## src/rtl/ledger_writer.sv

```systemverilog
// rtl/ledger_writer.sv - framebuffer write side: raster stream packer and single-pixel read-modify-write plotter
// Eight 4-bit pixels per word with x%8==0 in bits 31:28; word address is 80*y + x[9:3].
module ledger_writer #(
  parameter int unsigned ROWS = 480,
  parameter int unsigned COLS = 80,
  parameter int unsigned AW   = 16
) (
  input  logic          Clk,
  input  logic          Reset,
  input  logic          start,
  input  logic          pix_valid,
  input  logic [3:0]    pix_gray,
  output logic          pix_ready,
  input  logic          plot_valid,
  input  logic [9:0]    plot_x,
  input  logic [9:0]    plot_y,
  input  logic [3:0]    plot_gray,
  output logic          plot_ready,
  output logic [AW-1:0] mem_addr,
  output logic [31:0]   mem_wdata,
  output logic          mem_we,
  input  logic [31:0]   mem_rdata,
  output logic          busy,
  output logic          frame_done
);

  localparam logic [AW-1:0] LAST_WORD = AW'(ROWS * COLS - 1);

  typedef enum logic [2:0] {IDLE, STREAM, PLOT_RD, PLOT_MERGE, PLOT_WR} state_t;
  state_t state, state_nxt;

  logic [AW-1:0] word_addr;
  logic [2:0]    nib_cnt;
  logic [27:0]   sr;
  logic [2:0]    plot_k;
  logic [3:0]    plot_val;

  logic          plot_take;
  logic          plot_in_range;
  logic          pix_take;
  logic          word_full;
  logic          last_word;
  logic [AW-1:0] plot_lin;
  logic [31:0]   merged;

  assign plot_ready    = (state == IDLE) && !start;
  assign pix_ready     = (state == STREAM);
  assign busy          = (state != IDLE);
  assign plot_take     = plot_valid && plot_ready;
  assign plot_in_range = (32'(plot_x) < COLS * 8) && (32'(plot_y) < ROWS);
  // 80-word row stride as y*64 + y*16
  assign plot_lin      = (AW'(plot_y) << 6) + (AW'(plot_y) << 4) + AW'(plot_x[9:3]);
  assign pix_take      = (state == STREAM) && !start && pix_valid;
  assign word_full     = pix_take && (nib_cnt == 3'd7);
  assign last_word     = (word_addr == LAST_WORD);

  always_comb begin
    merged = mem_rdata;
    merged[{~plot_k, 2'b00} +: 4] = plot_val;
  end

  always_comb begin
    state_nxt = state;
    case (state)
      IDLE: begin
        if (start) begin
          state_nxt = STREAM;
        end else if (plot_take && plot_in_range) begin
          state_nxt = PLOT_RD;
        end
      end
      STREAM: begin
        if (word_full && last_word) begin
          state_nxt = IDLE;
        end
      end
      PLOT_RD:    state_nxt = PLOT_MERGE;
      PLOT_MERGE: state_nxt = PLOT_WR;
      PLOT_WR:    state_nxt = IDLE;
      default:    state_nxt = IDLE;
    endcase
  end

  always_ff @(posedge Clk) begin
    if (Reset) begin
      state      <= IDLE;
      word_addr  <= '0;
      nib_cnt    <= '0;
      sr         <= '0;
      plot_k     <= '0;
      plot_val   <= '0;
      mem_addr   <= '0;
      mem_wdata  <= '0;
      mem_we     <= 1'b0;
      frame_done <= 1'b0;
    end else begin
      state      <= state_nxt;
      mem_we     <= 1'b0;
      frame_done <= 1'b0;
      // A restart leaves stale nibbles in sr; they are shifted out before the next full word
      if (start && (state == IDLE || state == STREAM)) begin
        word_addr <= '0;
        nib_cnt   <= '0;
      end else if (pix_take) begin
        sr      <= {sr[23:0], pix_gray};
        nib_cnt <= nib_cnt + 3'd1;
        if (word_full) begin
          mem_we     <= 1'b1;
          mem_addr   <= word_addr;
          mem_wdata  <= {sr, pix_gray};
          word_addr  <= last_word ? '0 : word_addr + AW'(1);
          frame_done <= last_word;
        end
      end
      if (plot_take && plot_in_range) begin
        mem_addr <= plot_lin;
        plot_k   <= plot_x[2:0];
        plot_val <= plot_gray;
      end
      if (state == PLOT_MERGE) begin
        mem_wdata <= merged;
        mem_we    <= 1'b1;
      end
    end
  end

endmodule

```

## config.mk

```make
export PLATFORM = sky130hd
export DESIGN_NAME = ledger_writer
export DESIGN_NICKNAME = d
export VERILOG_FILES = /design/src/rtl/ledger_writer.sv
export SDC_FILE = /design/constraint.sdc
export NUM_CORES = 1
export LEC_CHECK = 0
export BUFFER_PORTS_ARGS = -buffer_cell sky130_fd_sc_hd__buf_2
export CAP_MARGIN = 0
export CELL_PAD_IN_SITES_DETAIL_PLACEMENT = 0
export CELL_PAD_IN_SITES_GLOBAL_PLACEMENT = 1
export CORE_UTILIZATION = 43
export DETAILED_ROUTE_END_ITERATION = 10
export GPL_TIMING_DRIVEN = 0
export PLACE_DENSITY = 0.83
export SYNTH_ARGS = -nofsm -noshare
export SYNTH_HDL_FRONTEND = slang
export SYNTH_SLANG_ARGS = --single-unit
export TNS_END_PERCENT = 50
```

## constraint.sdc

```tcl
create_clock -name Clk -period 6.8 [get_ports Clk]
set_input_delay 0.34 -clock Clk [delete_from_list [all_inputs] [get_ports Clk]]
set_output_delay 0.34 -clock Clk [all_outputs]
set_load 0.02 [all_outputs]
```

Yosys cells after proc, flatten, opt, wreduce, memory -nomap -nowiden
Index checks and enable logic that the tools add are counted.
- $add $sub $neg: 5
- multiply operators: 0
- div/mod/pow operators: 0
- $lt $le $gt $ge: 2
- equal/unequal tests: 9
- shift-type cells: 2
- mux-type cells: 18
- bitwise gates (word level): 4
- reductions and logical operators: 24
- operator list (cell ; number):
    $mux W32 ; 4
    $mux W16 ; 5
    $bwmux W32 ; 1
    $shift A4 B7 Y32 const A ; 1
    $shiftx A4 B7 Y32 ; 1
    $add A16 B1 Y16 const B ; 1
    $add A16 B14 Y16 ; 1
    $add A16 B7 Y16 ; 1
    $eq A16 B16 Y1 const B ; 1
    $pmux W3 S4 ; 1
    $lt A10 B10 Y1 const B ; 1
    $lt A10 B9 Y1 const B ; 1
    $logic_and A1 B1 Y1 ; 9
    $mux W3 ; 3
    $reduce_bool A2 Y1 ; 4
    $neg A5 Y7 ; 1
    $eq A3 B2 Y1 const B ; 2
    $reduce_and A2 Y1 ; 3
    $reduce_and A3 Y1 ; 2
    $mux W1 ; 4
    $ne A2 B1 Y1 const B ; 2
    $reduce_or A4 Y1 ; 1
    $add A3 B1 Y3 const B ; 1
    $eq A3 B1 Y1 const B ; 1
    10 further kinds ; 12
- register bits after elaboration: 107
- latch bits: 0
- RAM bits: 0
- memory bits (read-only): 0
- output and inout bits: 53
- logic and storage cells: 74
- memories kept: 0

Longest topological paths before layout
Gate-level depths: netlist of the first run.
- word-level depth: 8
- depth in mapped cells: 10

Least setup slack after synthesis of the first run
No wires, ideal clock.
- kind: input port to flip-flop
- from: input port plot_x[9]
- to: register mem_addr[13]
- setup time: 0.060 ns
- arrival time: 2.400 ns
- required time: 6.740 ns
- slack: 4.340 ns
- cell stages on the path: 9
- buffers on the path: 0
- cell sequence: inv_1 -> fa_1 -> inv_1 -> fa_1 -> a211oi_1 -> o21ai_0 -> a31o_2 -> a32oi_1 -> o311a_1
- word-level cells in the longest chain between the ends: 5
- RTL lines (item ; RTL line ; RTL):
    from (decl) ; 15 ; input logic [9:0] plot_x,
    $lt A10 B10 Y1 ; 50 ; assign plot_in_range = (32'(plot_x) < COLS * 8) && (32'(plot_y) < ROWS);
    $logic_and A1 B1 Y1 ; 50 ;
    $logic_and A1 B1 Y1 ; 115 ; if (plot_take && plot_in_range) begin
    $ne A2 B2 Y1 (no line) or $reduce_bool A2 Y1 (tied branches) ; - ;
    $reduce_and A3 Y1 (no line) ; - ;
    to (signal assigned) ; 109 ; mem_addr <= word_addr;
    to (signal assigned) ; 116 ; mem_addr <= plot_lin;
    to (decl) ; 19 ; output logic [AW-1:0] mem_addr,
Parallel ways exist; a longest one is shown, timed or not.
A chain may end at the register's enable or synchronous reset.

Worst setup path after layout of the first run
Same ends and word-level chain as after synthesis.

==> flow_summary.ini, run 1 <==
[status]
status = complete, no violations

[floorplanning]
dieArea_um2 = 13110
pin_count = 118
die_h_um = 114.5
die_x_um = 114.5
rows = 40
core-area_um2 = 12160
start_util_pct = 44.73

[global_routing]
grt_pass1_wl_mm = 25.43
grt_usage_pct = 25.41
grt_pass1_vias = 4828
overflow = 0
antenna_found_initial = 0
grt_max_degree = 17

[setup_path]
critPathKind = in -> reg
path_buf_inv = 3
cp_data_required_time_ps = 7100
arrival_ps = 2710
slowest_stage = fa_1
max_stage_delay_ps = 520
startpoint_type = primary input
startpoint = plot_x[9]
crit_family = compound AO/OA/AOI/OAI gates
worst-path-max-fanout = 3
cp-end-kind = flop
path_cells = buf_2, inv_1, fa_1, inv_1, fa_1, a211oi_1, o21ai_0, a31o_2, a32oi_1, o311a_1
reg2reg_from = plot_k[0]

[power]
p_sw_mw = 0.3430
p_leak_nw = 2.551
p_sw_share_pct = 25.57
p_seq_share_pct = 47.8
ir_drop_mv = 0.1294
internal_power_mw = 0.9982
pwr-share-clk_pct = 39.8
power_density_nw_per_um2 = 205.2
power_frac_comb_pct = 12.5

[clocking]
cts_setup_buffers = 0
cts_tree = yes
cts_resized = 0
cts.sinks = 107
clk_pin_slew_ps = 70
clk_latency_ps = 360
cts_hold_buf = 0
cts-root-buf = clkbuf_16
cts_made_buffers = 9
h-tree-depth = 3
clk_path_buf_depth = 2

[drt]
avgRoutedWirePerCell_um = 16.85
finalWirelength_mm = 16.36
viasPerCell = 5.491
dr.pass1.iters = 5
drtAntennaViolNets = 0
vias = 5332
first_iter_violations = 299
drc_errors = 0

[cells_and_area]
final_util_pct = 53.74
diodes = 0
multi_input_area_um2 = 3069
drive_gt1_share_pct = 21.17
finalInstanceArea_um2 = 6536
fill_cells = 1183
regArea_um2 = 2142
area_growth_pct = 20.15
final_nets = 889

[synth]
ys_async_sr_fraction_pct = 0
synth_compound_area_share_pct = 19.14
synthXorXnorAreaFrac_pct = 2.415
synth-edff-count = 0
synthCells = 669
yosys-top-cells-area = dfxtp_1, nand2_1, a311oi_1
synth_adder_area_share_pct = 6.256
synth_area_per_cell_um2 = 8.132
yosys.area_share.simple_pct = 24.75
ys_seq_area_share_pct = 39.37
synth.area.mux_share_pct = 3.864
synth_top_family_by_area = simple AND/OR/NAND/NOR gates
ys_types = 54
yosys.area.top_type_share_pct = 39.37
ys_warn_count = 0
ys.flop_type = dfxtp_1
synth_fp_nets = 760
synth_top_area_cell = dfxtp_1
synth_seq_cells = 107
synth_area_um2 = 5440

[place]
place_area_um2 = 6236
place_hpwl_mm = 12.21
place.gp.congestion = 0.8383
numPortBuffers = 117

[timing]
fin_crit_ps = 2413
finalMaxSlewViolations = 0
final.setup.tns_ps = 0
clock_skew_ps = 12.84
hold_violations = 0
rsz0062_at_grt = false
period_share_pct = 35.49
max_freq_mhz = 414.4
setup_viol = 0
worst_pin_slew_ps = 1335
slew_headroom_pct = 10.26

[worst_hold_path]
hold_start = plot_gray[1]
holdCritPathClass = in -> reg

[flow_run]
maxCapViolCount = 0
## cells in the final DEF, fill, tap and decap left out, types with 9 or more instances in the layout
master,n
dfxtp_1,107
clkbuf_16,9
buf_2,129
mux2_2,16
xnor2_1,11
nor2b_1,18
a211oi_1,20
clkbuf_1,29
nand2_1,181
nand3_1,9
a311oi_1,43
nor2_1,47
a21oi_1,51
ha_1,24
## worst min-delay path: stages
cell and delay [ps]:
buf_2 100, nand2_1 50, a21oi_1 50
## registers in the layout, indices dropped and copies added, names as in the netlist
name / count
mem_we: 1
nib_cnt: 3
frame_done: 1
plot_val: 4
mem_wdata: 32
sr: 28
plot_k: 3
mem_addr: 16
word_addr: 16
state: 3
## per-stage QoR
step	worst slack [ps]	total power, mW	hold WS (ps)	cells
global route	4244	1.386	241.8	971
finish	4387	1.341	224.8	971
detailed placement	4071	0.8200	450.5	954
global placement	4089	0.8180	446.3	954
floorplan	4340	0.7588	436.6	669
CTS	4179	1.346	225.6	970
## synthesized netlist by cell type (2+ instances only)
| master | count |
|---|---|
| nand2_1 | 181 |
| dfxtp_1 | 107 |
| a21oi_1 | 51 |
| nor2_1 | 47 |
| a311oi_1 | 43 |
| clkbuf_1 | 27 |
| ha_1 | 24 |
| a211oi_1 | 20 |
| nor2b_1 | 18 |
| mux2_2 | 16 |
| buf_2 | 12 |
| xnor2_1 | 11 |
| nand3_1 | 9 |
| nor3_1 | 8 |
| buf_1 | 7 |
| inv_1 | 7 |
| o21ai_0 | 7 |
| and4_1 | 5 |
| nand2b_1 | 5 |
| nand4_1 | 5 |
| a21o_1 | 4 |
| xor2_1 | 4 |
| a31o_2 | 3 |
| and3_1 | 3 |
| mux2i_1 | 3 |
| nand3b_1 | 3 |
| nor4_1 | 3 |
| or3_1 | 3 |
| a21boi_0 | 2 |
| a41oi_1 | 2 |
| buf_4 | 2 |
| fa_1 | 2 |
| o21a_1 | 2 |
| o311a_1 | 2 |
| o31ai_1 | 2 |
## final timing paths
| kind | endpoint | slack (ps) | depth (start not counted) |
|---|---|---|---|
| setup / recovery | mem_addr[13] | 4390 | 10 |
| hold / removal | plot_val[1] | 220 | 3 |
| setup reg to reg | mem_wdata[3] | 4460 | 7 |
| hold reg to reg | sr[24] | 470 | 2 |
## final cells by class
class	instances	share of cell area (%)
plain buffers	48	3.101
clock inverters	4	0.7466
well taps	168	3.216
repair buffers	118	9.035
inverters	7	0.4020
multi-input cells	507	46.96
clock buffers	12	3.771
flip-flops and latches	107	32.77
## layer usage
layer  vias up  wire length (um)  track usage, %
met2       187              6856           37.17
met1      2495              8232           37.85
met4         0               330           10.22
met5         -                 0               0
li1       2627                 -               -
met3        23               938           2.647
## logic make-up (layout without fill, tap and decap cells)
kind of cell | Yosys count | after routing
xor gates and xnor gates | 15 | 15
and+or+nand+nor | 300 | 300
AOI/OAI and AO/OA | 147 | 147
muxes | 19 | 19
adders and majority gates | 26 | 26
DFF | 107 | 107
buffers and inverters | 55 | 189
## power by group through the flow
stage	clock network, mW	registers [mW]	logic (mW)
floorplan	0	0.662	0.0973
global placement	0	0.655	0.163
detailed placement	0	0.655	0.165
CTS	0.540	0.640	0.166
global route	0.560	0.641	0.185
finish	0.534	0.640	0.167
Note: power is estimated with default switching activity, not from simulation.
==> run 2, diff against run 1 <==
Settings changed: CORE_UTILIZATION 43 to 40, PLACE_DENSITY 0.83 to 0.78.
Clock period 6.8 ns to 2.5 ns, I/O delays scaled along.
==> flow_summary.ini, run 2 (synthesized netlist as in run 1, its figures left out) <==
[timing]
rsz0062_at_grt = true
worst_pin_slew_ps = 1151
period_share_pct = 97.19
worst_slack_ps = 70.31
clock_skew_ps = 8.872
finalMaxSlewViolations = 0
hold_violations = 0
max_freq_mhz = 411.6
setup_viol = 0
slew_headroom_pct = 22.61
fin_crit_ps = 2430

[cells_and_area]
layout_commonest_cell = nand2_1
multi_input_area_um2 = 3075
diodes = 0
regArea_um2 = 2142
finalInstanceArea_um2 = 6523
fill_cells = 1359
final_nets = 888
drive_gt1_share_pct = 21.10
reg_top3 = mem_wdata: 32 flops, sr: 28 flops
largest_reg_flops = 32
top_register = mem_wdata
area_growth_pct = 19.89
final_cell_mix = nand2_1, buf_2, dfxtp_1

[clocking]
clk_latency_ps = 350
clk_path_buf_depth = 2
clk_pin_slew_ps = 70
cts_tree = yes
cts_made_buffers = 9
cts-root-buf = clkbuf_16
cts_hold_buf = 0
h-tree-depth = 3
cts_setup_buffers = 0
cts.sinks = 107

[floorplanning]
start_util_pct = 41.08
core-area_um2 = 13240
rows = 42
pin_count = 118
dieArea_um2 = 14070
die_h_um = 118.6
die_x_um = 118.6

[worst_hold_path]
hold_start = plot_gray[1]
worstHoldEndpoint = plot_val[1]
min_path_cells = 3
holdCritPathClass = in -> reg

[power]
internal_power_mw = 2.611
p_leak_nw = 2.527
power_frac_comb_pct = 12.7
finalPower_mw = 3.540
p_sw_share_pct = 26.23
p_sw_mw = 0.9285
ir_drop_mv = 0.3199
p_seq_share_pct = 49.2
pwr-share-clk_pct = 38.1
power_density_nw_per_um2 = 542.7

[drt]
vias = 5313
dr.pass1.iters = 5
first_iter_violations = 312
drtAntennaViolNets = 0
viasPerCell = 5.438
finalWirelength_mm = 16.63
drc_errors = 0
avgRoutedWirePerCell_um = 17.02

[place]
place_area_um2 = 6246
numPortBuffers = 117
place.gp.congestion = 0.8700
pre_cts_ws_ps = -293.6
place_hpwl_mm = 12.37

[global_routing]
grt_usage_pct = 24.06
grt_pass1_vias = 5188
antenna_found_initial = 1
grt_max_degree = 17
grt_pass1_wl_mm = 26.48
overflow = 0

[setup_path]
slowest_stage = nor4_2
regToRegEndpoint = mem_wdata[31]
critical_path.most_common_cell = ha_1
cp-end-kind = flop
worst-path-max-fanout = 8
critPathKind = reg -> reg
path_buf_inv = 0
r2r_cells = 6
max_stage_delay_ps = 760
cp_data_required_time_ps = 2690
startpoint_type = flop
reg2reg_from = plot_k[0]
crit_family = simple AND/OR/NAND/NOR gates
ff2ff_setup_slack_ps = 70
path_cells = ha_1, ha_1, nor4_2, nor2b_1, a211oi_1, a311oi_1
arrival_ps = 2620

[status]
status = complete, no violations

[flow_run]
maxCapViolCount = 0
==> run 2: cell count changes in the layout (fill, tap and decap cells not counted) <==
cell / before / now
clkinvlp_4: 0 / 2
clkbuf_2: 1 / 0
clkinv_2: 2 / 0
bufinv_16: 1 / 0
nor4_2: 1 / 2
nor4_1: 3 / 2
==> run 2: per-stage QoR <==
step	util, %	hold WS [ps]	instances	setup TNS [ps]
global placement	47.17	381.8	962	-867.1
floorplan	-	261.0	669	0
global route	49.25	25.83	977	-110.6
detailed placement	47.17	384.0	962	-860.0
finish	49.25	17.72	977	0
CTS	49.25	12.39	977	0
==> run 2: worst max-delay path by stage <==
stage	end	depth (start not counted)	start
2_1_floorplan	mem_addr[13]	9	plot_x[9]
3_3_place_gp	mem_wdata[31]	6	plot_k[0]
3_5_place_dp	mem_wdata[31]	6	plot_k[0]
4_1_cts	mem_wdata[31]	6	plot_k[0]
5_1_grt	mem_wdata[31]	6	plot_k[0]
6_report	mem_wdata[31]	6	plot_k[0]
==> run 2: layout make-up <==
cell class | count | share of cell area, %
Multi-Input combinational cell | 507 | 47.15
Sequential cell | 107 | 32.84
Timing Repair Buffer | 117 | 8.978
Clock buffer | 12 | 3.779
Tap cell | 176 | 3.376
Buffer | 48 | 3.108
Inverter | 7 | 0.4028
Clock inverter | 3 | 0.3645
==> run 2: worst min-delay path, cell delays in order <==
cell,delay (ps)
buf_2,100
nand2_1,50
a21oi_1,50
==> run 2: layer usage <==
| layer | vias to the layer above | track usage [%] | share of wire [%] |
|---|---|---|---|
| met2 | 149 | 41.19 | 48 |
| li1 | 2623 | - | - |
| met1 | 2514 | 30.16 | 45 |
| met4 | 2 | 8.861 | 2.2 |
| met3 | 25 | 4.054 | 5.0 |
| met5 | - | 0 | 0.048 |
==> run 2: power by group through the flow <==
stage	Clock, mW	Combinational (mW)	Sequential [mW]
after floorplan	0	0.265	1.80
after global placement	0	0.442	1.78
after detailed placement	0	0.448	1.78
after CTS	1.37	0.452	1.74
after global routing	1.44	0.497	1.74
final	1.35	0.449	1.74
==> run 2: what timing repair did <==
action	in CTS	in global routing
pin swaps	0	0
resized for setup	1	0
setup endpoints to repair	4	3
==> run 3, diff against run 2 <==
Settings changed: ABC_AREA from default to 1, CORE_UTILIZATION 40 to 39.
==> flow_summary.ini, run 3 <==
[clocking]
cts_made_buffers = 9
h-tree-depth = 3
cts_setup_buffers = 0
cts_tree = yes
cts_hold_buf = 0
cts_resized = 0
clk_pin_slew_ps = 80
clk_path_buf_depth = 2
cts-root-buf = clkbuf_16
clk_latency_ps = 360
cts.sinks = 107

[timing]
setup_viol = 0
clock_skew_ps = 7.712
fin_crit_ps = 2053
hold_violations = 0
final.setup.tns_ps = 0
whs_ps = 12.34
worst_pin_slew_ps = 572.0
max_freq_mhz = 487.0
period_share_pct = 82.13
rsz0062_at_grt = false
slew_headroom_pct = 61.87
finalMaxSlewViolations = 0

[synth]
synth_area_um2 = 5535
synth_area_per_cell_um2 = 6.963
synth-edff-count = 0
ys_warn_count = 0
synth_top_area_cell = dfxtp_1
synth_seq_cells = 107
synthTopCellsByCount = o21ai_0, nor2_1, nand2_1
ys_seq_area_share_pct = 38.70
yosys-top-cells-area = dfxtp_1, o21ai_0, a21oi_1
ys_async_sr_fraction_pct = 0
synthCells = 795
ys_types = 34
yosys.area.top_type_share_pct = 38.70
ys.flop_type = dfxtp_1
synth_fp_nets = 886
synth.most_common_cell = o21ai_0

[setup_path]
ff2ff_setup_slack_ps = 450
cp-end-kind = flop
critPathKind = reg -> reg
regToRegEndpoint = mem_wdata[9]
slowest_stage = nor2_1
crit_family = simple AND/OR/NAND/NOR gates
arrival_ps = 2300
path_buf_inv = 1
r2r_cells = 8
cp_data_required_time_ps = 2740
reg2reg_from = plot_k[0]
worst-path-max-fanout = 8
max_stage_delay_ps = 430
startpoint_type = flop
path_cells = ha_1, ha_1, nor3_1, inv_1, nor2_1, a21oi_1, o21ai_0, a21oi_1

[cells_and_area]
final_util_pct = 48.03
layout_commonest_cell = buf_2
reg_top3 = mem_wdata: 32 flops, sr: 28 flops
top_register = mem_wdata
drive_gt1_share_pct = 17.58
fill_cells = 1472
final_nets = 1013
final_cell_mix = buf_2, o21ai_0, nor2_1
largest_reg_flops = 32
area_growth_pct = 20.43

[drt]
drtAntennaViolNets = 0
drc_errors = 0
finalWirelength_mm = 17.19
avgRoutedWirePerCell_um = 15.51
viasPerCell = 5.107
vias = 5659
dr.pass1.iters = 7
first_iter_violations = 445

[floorplanning]
rows = 43
die_x_um = 121.1
start_util_pct = 39.88
dieArea_um2 = 14670
core-area_um2 = 13880
pin_count = 118
die_h_um = 121.1

[place]
numPortBuffers = 116
place.gp.congestion = 0.8550
place_hpwl_mm = 13.29

[global_routing]
grt_usage_pct = 24.32
grt_pass1_vias = 5387
antenna_found_initial = 1
overflow = 0
grt_pass1_wl_mm = 27.29
grt_max_degree = 20

[worst_hold_path]
hold_start = plot_x[4]
holdCritPathClass = in -> reg
min_path_cells = 3
worstHoldEndpoint = mem_addr[1]

[power]
p_leak_nw = 3.057
power_density_nw_per_um2 = 590.1
finalPower_mw = 3.934
ir_drop_mv = 0.2875

[status]
status = complete, no violations

[flow_run]
maxCapViolCount = 0
-- run 3: cell count changes after synthesis, sizes merged, moves of 27 or more --
cell / change
nand2: -71
nor2: +67
o21ai: +150
a21oi: +47
nand3: +27
a311oi: -44
inv: +64
-- run 3: how the worst max path moves through the flow --
stage | from | end | slack, ps | cells after the start
after floorplan | plot_x[9] | mem_addr[9] | 500 | 11
after global placement | plot_x[9] | mem_addr[9] | 250 | 12
after detailed placement | plot_x[9] | mem_addr[9] | 210 | 12
after CTS | plot_k[0] | mem_wdata[9] | 470 | 8
after global routing | plot_k[0] | mem_wdata[29] | 310 | 8
final | plot_k[0] | mem_wdata[9] | 450 | 8
-- run 3: cell type report --
type	instances	area, um^2	share of cell area (%)
inverters	72	271.5	4.073
plain buffers	38	177.7	2.665
clock inverters	6	83.83	1.258
flip-flops and latches	107	2142	32.13
clock buffers	10	239.0	3.585
well taps	180	225.2	3.378
multi-input cells	578	2944	44.16
diodes	1	2.502	0.03754
repair buffers	116	580.6	8.709
-- run 3: metal layers --
layer	track usage, %	up-vias	part of all wire [%]
li1	-	2928	-
met1	34.89	2554	50
met2	37.36	156	44
met3	3.289	21	5.1
met4	7.948	0	1.8
met5	0	-	0
-- run 3: per-stage QoR --
stage	worst slack [ps]	std cells	instance area, um^2
6_report	446.7	1108	6666
5_1_grt	313.0	1108	6666
4_1_cts	469.3	1107	6664
2_1_floorplan	496.6	795	5535
3_5_place_dp	206.7	1091	6341
3_3_place_gp	252.5	1091	6341
-- run 3: logic make-up after synthesis --
logic type      after synthesis  share of synthesized area [%]
compound gates              258                          23.49
xor+xnor                      4                         0.6328
fa+ha+maj                    26                          6.148
buf+inv                     110                          8.115
flops                       107                          38.70
simple gates                290                          22.92
-- run 3: power by group --
group	switching (mW)	total, mW	internal, mW
clock network	0.711	1.54	0.828
registers	0.0386	1.80	1.77
logic	0.383	0.591	0.208
total	1.13	3.93	2.80
-- run 3: worst min-delay path, delay by kind of cell --
kind / cells / cell delay [ps]
buffers and inverters: 1 / 100
AND/OR/NAND/NOR: 1 / 50
AO/OA/AOI/OAI: 1 / 50
